$ cat src/rtl/dmio_pkg.sv
// dmio_pkg: shared constants and types for the dmio data memory.
// Holds the default address map, the data/I/O widths and the address decode enum.
// The top-level parameters take their defaults from the address map constants here.
package dmio_pkg;

  localparam int unsigned WORD_W = 64;
  localparam int unsigned IO_W   = 8;

  localparam logic [63:0] DMIO_LED_ADDR = 64'h1000;
  localparam logic [63:0] DMIO_SW_ADDR  = 64'h1008;

  typedef enum logic [1:0] {
    SEL_RAM  = 2'd0,
    SEL_LED  = 2'd1,
    SEL_SW   = 2'd2,
    SEL_NONE = 2'd3
  } sel_t;

endpackage

$ cat src/rtl/dmio_ram.sv
// dmio_ram: DEPTH x 64-bit word array, async clear, synchronous write, combinational read.
// Ports: clk, rst_n, we_i (write enable), idx_i (word index), wdat_i (write data), rdat_o (read data).
// Read latency 0 cycles; write visible right after the write edge; no backpressure.
module dmio_ram
  import dmio_pkg::*;
#(
  parameter int unsigned DEPTH = 32,
  parameter int unsigned AW    = $clog2(DEPTH)
) (
  input  logic              clk,
  input  logic              rst_n,
  input  logic              we_i,
  input  logic [AW-1:0]     idx_i,
  input  logic [WORD_W-1:0] wdat_i,
  output logic [WORD_W-1:0] rdat_o
);

  logic [WORD_W-1:0] mem_q [DEPTH];

  always_ff @(posedge clk or negedge rst_n) begin
    if (!rst_n) begin
      for (int i = 0; i < DEPTH; i++) begin
        mem_q[i] <= '0;
      end
    end else if (we_i) begin
      mem_q[idx_i] <= wdat_i;
    end
  end

  // No write-to-read bypass: a read of the word being written shows the old value until the edge.
  assign rdat_o = mem_q[idx_i];

endmodule

$ cat src/rtl/dmio.sv
// dmio: data memory with memory-mapped LED output register and switch input port.
// Ports: clk, rst_n, direccion (byte address), dataWrite, sw, memWr in; lecturaLED, dataRead out.
// Loads combinational (0 cycles), stores on rising clk, no backpressure.
// Optional macro DMIO_SW_SYNC_EN: sw goes through a 2-flop synchronizer (2-edge read latency).
module dmio #(
  parameter int unsigned DEPTH    = 32,
  parameter logic [63:0] LED_ADDR = dmio_pkg::DMIO_LED_ADDR,
  parameter logic [63:0] SW_ADDR  = dmio_pkg::DMIO_SW_ADDR
) (
  input  logic        clk,
  input  logic        rst_n,
  input  logic [63:0] direccion,
  input  logic [63:0] dataWrite,
  input  logic [7:0]  sw,
  input  logic        memWr,
  output logic [7:0]  lecturaLED,
  output logic [63:0] dataRead
);

  import dmio_pkg::*;

  localparam int unsigned AW        = $clog2(DEPTH);
  localparam logic [63:0] RAM_BYTES = 64'(DEPTH) << 3;

  sel_t              sel;
  logic              ram_we;
  logic [WORD_W-1:0] ram_rdat;
  logic [IO_W-1:0]   led_q;
  logic [IO_W-1:0]   led_d;
  logic [IO_W-1:0]   sw_val;

  // Exact full-width compares; the I/O addresses win if they ever overlap the RAM window.
  always_comb begin
    sel = SEL_NONE;
    if (direccion == LED_ADDR) begin
      sel = SEL_LED;
    end else if (direccion == SW_ADDR) begin
      sel = SEL_SW;
    end else if (direccion < RAM_BYTES) begin
      sel = SEL_RAM;
    end
  end

  assign ram_we = memWr && (sel == SEL_RAM);

  // Bits [2:0] are dropped, so a misaligned address hits its containing word.
  dmio_ram #(
    .DEPTH (DEPTH),
    .AW    (AW)
  ) u_ram (
    .clk    (clk),
    .rst_n  (rst_n),
    .we_i   (ram_we),
    .idx_i  (direccion[AW+2:3]),
    .wdat_i (dataWrite),
    .rdat_o (ram_rdat)
  );

  // Only the low byte of a store lands in the LED register.
  always_comb begin
    led_d = led_q;
    if (memWr && (sel == SEL_LED)) begin
      led_d = dataWrite[IO_W-1:0];
    end
  end

  always_ff @(posedge clk or negedge rst_n) begin
    if (!rst_n) begin
      led_q <= '0;
    end else begin
      led_q <= led_d;
    end
  end

  assign lecturaLED = led_q;

`ifdef DMIO_SW_SYNC_EN
  logic [IO_W-1:0] sw_meta_q;
  logic [IO_W-1:0] sw_sync_q;

  always_ff @(posedge clk or negedge rst_n) begin
    if (!rst_n) begin
      sw_meta_q <= '0;
      sw_sync_q <= '0;
    end else begin
      sw_meta_q <= sw;
      sw_sync_q <= sw_meta_q;
    end
  end

  assign sw_val = sw_sync_q;
`else
  assign sw_val = sw;
`endif

  always_comb begin
    dataRead = '0;
    case (sel)
      SEL_RAM:  dataRead = ram_rdat;
      SEL_LED:  dataRead = {{(WORD_W-IO_W){1'b0}}, led_q};
      SEL_SW:   dataRead = {{(WORD_W-IO_W){1'b0}}, sw_val};
      default:  dataRead = '0;
    endcase
  end

endmodule

$ cat config.mk
export PLATFORM = sky130hd
export DESIGN_NAME = dmio
export DESIGN_NICKNAME = d
export VERILOG_FILES = /design/src/rtl/dmio_pkg.sv /design/src/rtl/dmio_ram.sv /design/src/rtl/dmio.sv
export SDC_FILE = /design/constraint.sdc
export NUM_CORES = 2
export LEC_CHECK = 0
export ABC_AREA = 0
export ABC_CLOCK_PERIOD_IN_PS = 2650
export CAP_MARGIN = 20
export CORE_UTILIZATION = 62
export CTS_CLUSTER_SIZE = 16
export DETAILED_ROUTE_END_ITERATION = 10
export GPL_TIMING_DRIVEN = 0
export PLACE_DENSITY = 0.89
export REMOVE_ABC_BUFFERS = 1
export SETUP_SLACK_MARGIN = 0.15
export SYNTH_ARGS = -nofsm -noshare
export SYNTH_HDL_FRONTEND = slang
export SYNTH_SLANG_ARGS = --single-unit
$ cat constraint.sdc
create_clock -name clk -period 2.65 [get_ports clk]
set_input_delay 0.265 -clock clk [delete_from_list [all_inputs] [get_ports clk]]
set_output_delay 0.265 -clock clk [all_outputs]
set_load 0.01 [all_outputs]
==> flow_summary.toml <==
[critical_path]
arrival_ns = 3.45
crit_required_ns = 2.38
start_kind = "primary input"
reg2reg_depth = 1
r2r-start = "u_ram.mem_q[1667]"
crit_fanout = 5
crit_type = "in -> out"
end_kind = "output port"
startpoint = "direccion[34]"

[routing]
vias_per_cell = 7.875
drc = 0
drtIter0Drc = 9943
wl_per_cell_um = 42.58
ant_nets = 0
first_pass_iters = 9
wirelength_um = 343200
vias = 63468

[clock_network]
cts-htree-levels = 4
cts_buffers = 198
clk_latency_ns = 0.87
cts_root_buf = "clkbuf_16"
ctsLongestPathBuffers = 3
path_clk_slew_ns = 0.06
cts_sinks = 2056
cts_tree = "yes"

[floorplanning]
dieArea_sq_mm = 0.1501
coreArea_sq_mm = 0.1477
die_h_um = 387.5
start_util_pct = 62.39
die_x_um = 387.5
io_pins = 211
num_rows = 141

[synthesis]
ys.flop_type = "dfrtp_1"
synth_commonest_cells = "2056 x dfrtp_1, 1887 x mux2_2, 460 x mux4_2"
async_reset_ff_share_pct = 100.0
yosys_warnings = 0
yosysSeqAreaShare_pct = 55.85
synthDistinctLibCells = 41
yosysTopAreaCell = "dfrtp_1"
syn_area_per_cell_sq_um = 16.08
synthCells = 5728
yosys.area.top_type_share_pct = 55.85
synth_seq_cells = 2056
synth_area_leaders = "dfrtp_1 56%, mux2_2 23%, mux4_2 11%"
synth_most_common_cell = "dfrtp_1"
synth_edf_count = 0
synthesis.area_sq_mm = 0.09213

[grt]
grt_usage_pct = 41.53
gr-usage-met2_pct = 62.12
globalRouteMet3Util_pct = 14.43
grt_pass1_wl_um = 449200
grt_pass1_vias = 64242
top_usage_layer = "met2"
met1_usage_pct = 48.57
antenna_found_initial = 38
grt_max_degree = 196
overflow = 0

[timing]
setup_tns_ns = -42.85
rsz0062_at_grt = "true"
slew_violations = 0
fin_ws_ns = -1.070
worstMarginPinSlew_ns = 1.255
hold_viol = 146
finalClockSkew_ns = 0
fin_hold_ws_ns = -0.5440
slew_headroom_pct = 16.13
min_period_ns = 3.720
finalSetupViolations = 228
post-route-period-util_pct = 140.4
fmax_mhz = 268.8

[outcome]
outcome = "finished with violations"
failed_checks = "negative hold slack, negative setup slack"

[power_and_ir_drop]
p_switching_w = 0.01571
combinationalPowerShare_pct = 5.6
internal_power_w = 0.04932
power_density_mw_per_mm2 = 596.6
p_seq_share_pct = 48.3
swShare_pct = 24.15
leakagePower_nw = 53.92
p_clk_share_pct = 46.2
vdd_drop_max_v = 0.0007531

[placed_design]
place_ws_ns = -2.632
dp_hpwl_um = 141400
gp_congestion = 0.7334
portBuffers = 210

[min_path]
hp-class = "in -> async"

[finish]
n_fill_cell = 7349
area_growth_pct = 18.31
final_nets = 6079
drive_gt1_share_pct = 54.70

[flow_run]
drv_cap = 0
-- sequential cells by signal, indices dropped and copies added (netlist names) --
name         cells
u_ram.mem_q   2048
lecturaLED       8
-- per-stage QoR --
stage	instance area, sq um	total power (W)	instances	util, %
floorplan	89520	0.03264	5151	-
global placement	94040	0.03496	7291	63.68
detailed placement	97240	0.03474	7417	65.85
CTS	107400	0.06403	7925	72.72
global route	108900	0.06612	8040	73.78
finish	109000	0.06503	8059	73.81
-- cell families (layout without fill, tap and decap cells) --
family                 after synthesis  count (layout)  synth area share (%)
muxes                             2618            2618                 37.50
DFF                               2056            2056                 55.85
buffers and inverters              577             942                 2.828
AOI/OAI and AO/OA                  300             300                 2.442
and+or+nand+nor                    177             188                 1.384
other                                0              25                     0
-- cells in the final DEF (no fill, tap or decap), drive strengths merged, types with 12 or more instances in the layout --
cell type      synthesis  layout
nand3                 39      45
mux2i                 90      90
bufinv                 0      12
o22ai                128     128
clkdlybuf4s15          0      17
a221oi                15      15
nor2b                 13      13
buf                  306     411
mux4                 460     460
dfrtp               2056    2056
diode                  0      25
clkinv                 0      38
o221ai                56      56
mux2                2068    2068
bufbuf                 0      20
clkbuf               271     328
dlygate4sd2            0      15
clkdlybuf4s50          0      84
nor4                  71      71
a211oi                12      12
o22a                  56      56
-- repair_timing --
| action | 4_1_cts | 5_1_grt |
|---|---|---|
| gates cloned | 54 | 20 |
| endpoints found under the hold margin | 146 | 146 |
| setup endpoints to repair | 2269 | 1650 |
| resized for setup | 670 | 62 |
| buffers inserted | 90 | 76 |
| pin swaps | 92 | 27 |
-- cell type report --
cell class	count	area [sq um]	area share (%)
sequential	2056	51450	47.20
multi-input combinational	3106	40010	36.71
timing repair buffer	578	8349	7.660
clock buffer	299	6002	5.507
tap	1930	2415	2.216
clock inverter	65	708.2	0.6497
antenna	25	62.56	0.05740
-- final timing paths --
path | to | slack (ns)
max | dataRead[39] | -1.07
min | u_ram.mem_q[649] | -0.54
max reg2reg | u_ram.mem_q[1667] | 1.41
min reg2reg | u_ram.mem_q[1647] | 0.49
max in group asynchronous | u_ram.mem_q[813] | 0.74
min in group clk | lecturaLED[4] | 0.13
-- worst max-delay path: stages --
cell and delay, ns:
buf_6 0.10, nor4_4 0.49, nand4_1 0.31, buf_4 0.24, or4_4 0.51, buf_12 0.21, buf_16 0.14, buf_6 0.16
nor4_4 0.70, buf_2 0.30
-- power groups by stage --
| stage | logic [W] | clock network [W] | registers, W |
|---|---|---|---|
| finish | 0.00362 | 0.0300 | 0.0314 |
| global route | 0.00377 | 0.0310 | 0.0314 |
| CTS | 0.00334 | 0.0293 | 0.0314 |
| detailed placement | 0.00277 | 0 | 0.0320 |
| global placement | 0.00288 | 0 | 0.0321 |
| floorplan | 0.000666 | 0 | 0.0320 |
-- routing by layer --
metal	share of wire, %	vias to the layer above
met5	0.086	-
met4	12	36
met3	15	2673
met2	43	6331
met1	31	32248
li1	-	22180
(Power assumes the default switching activity.)
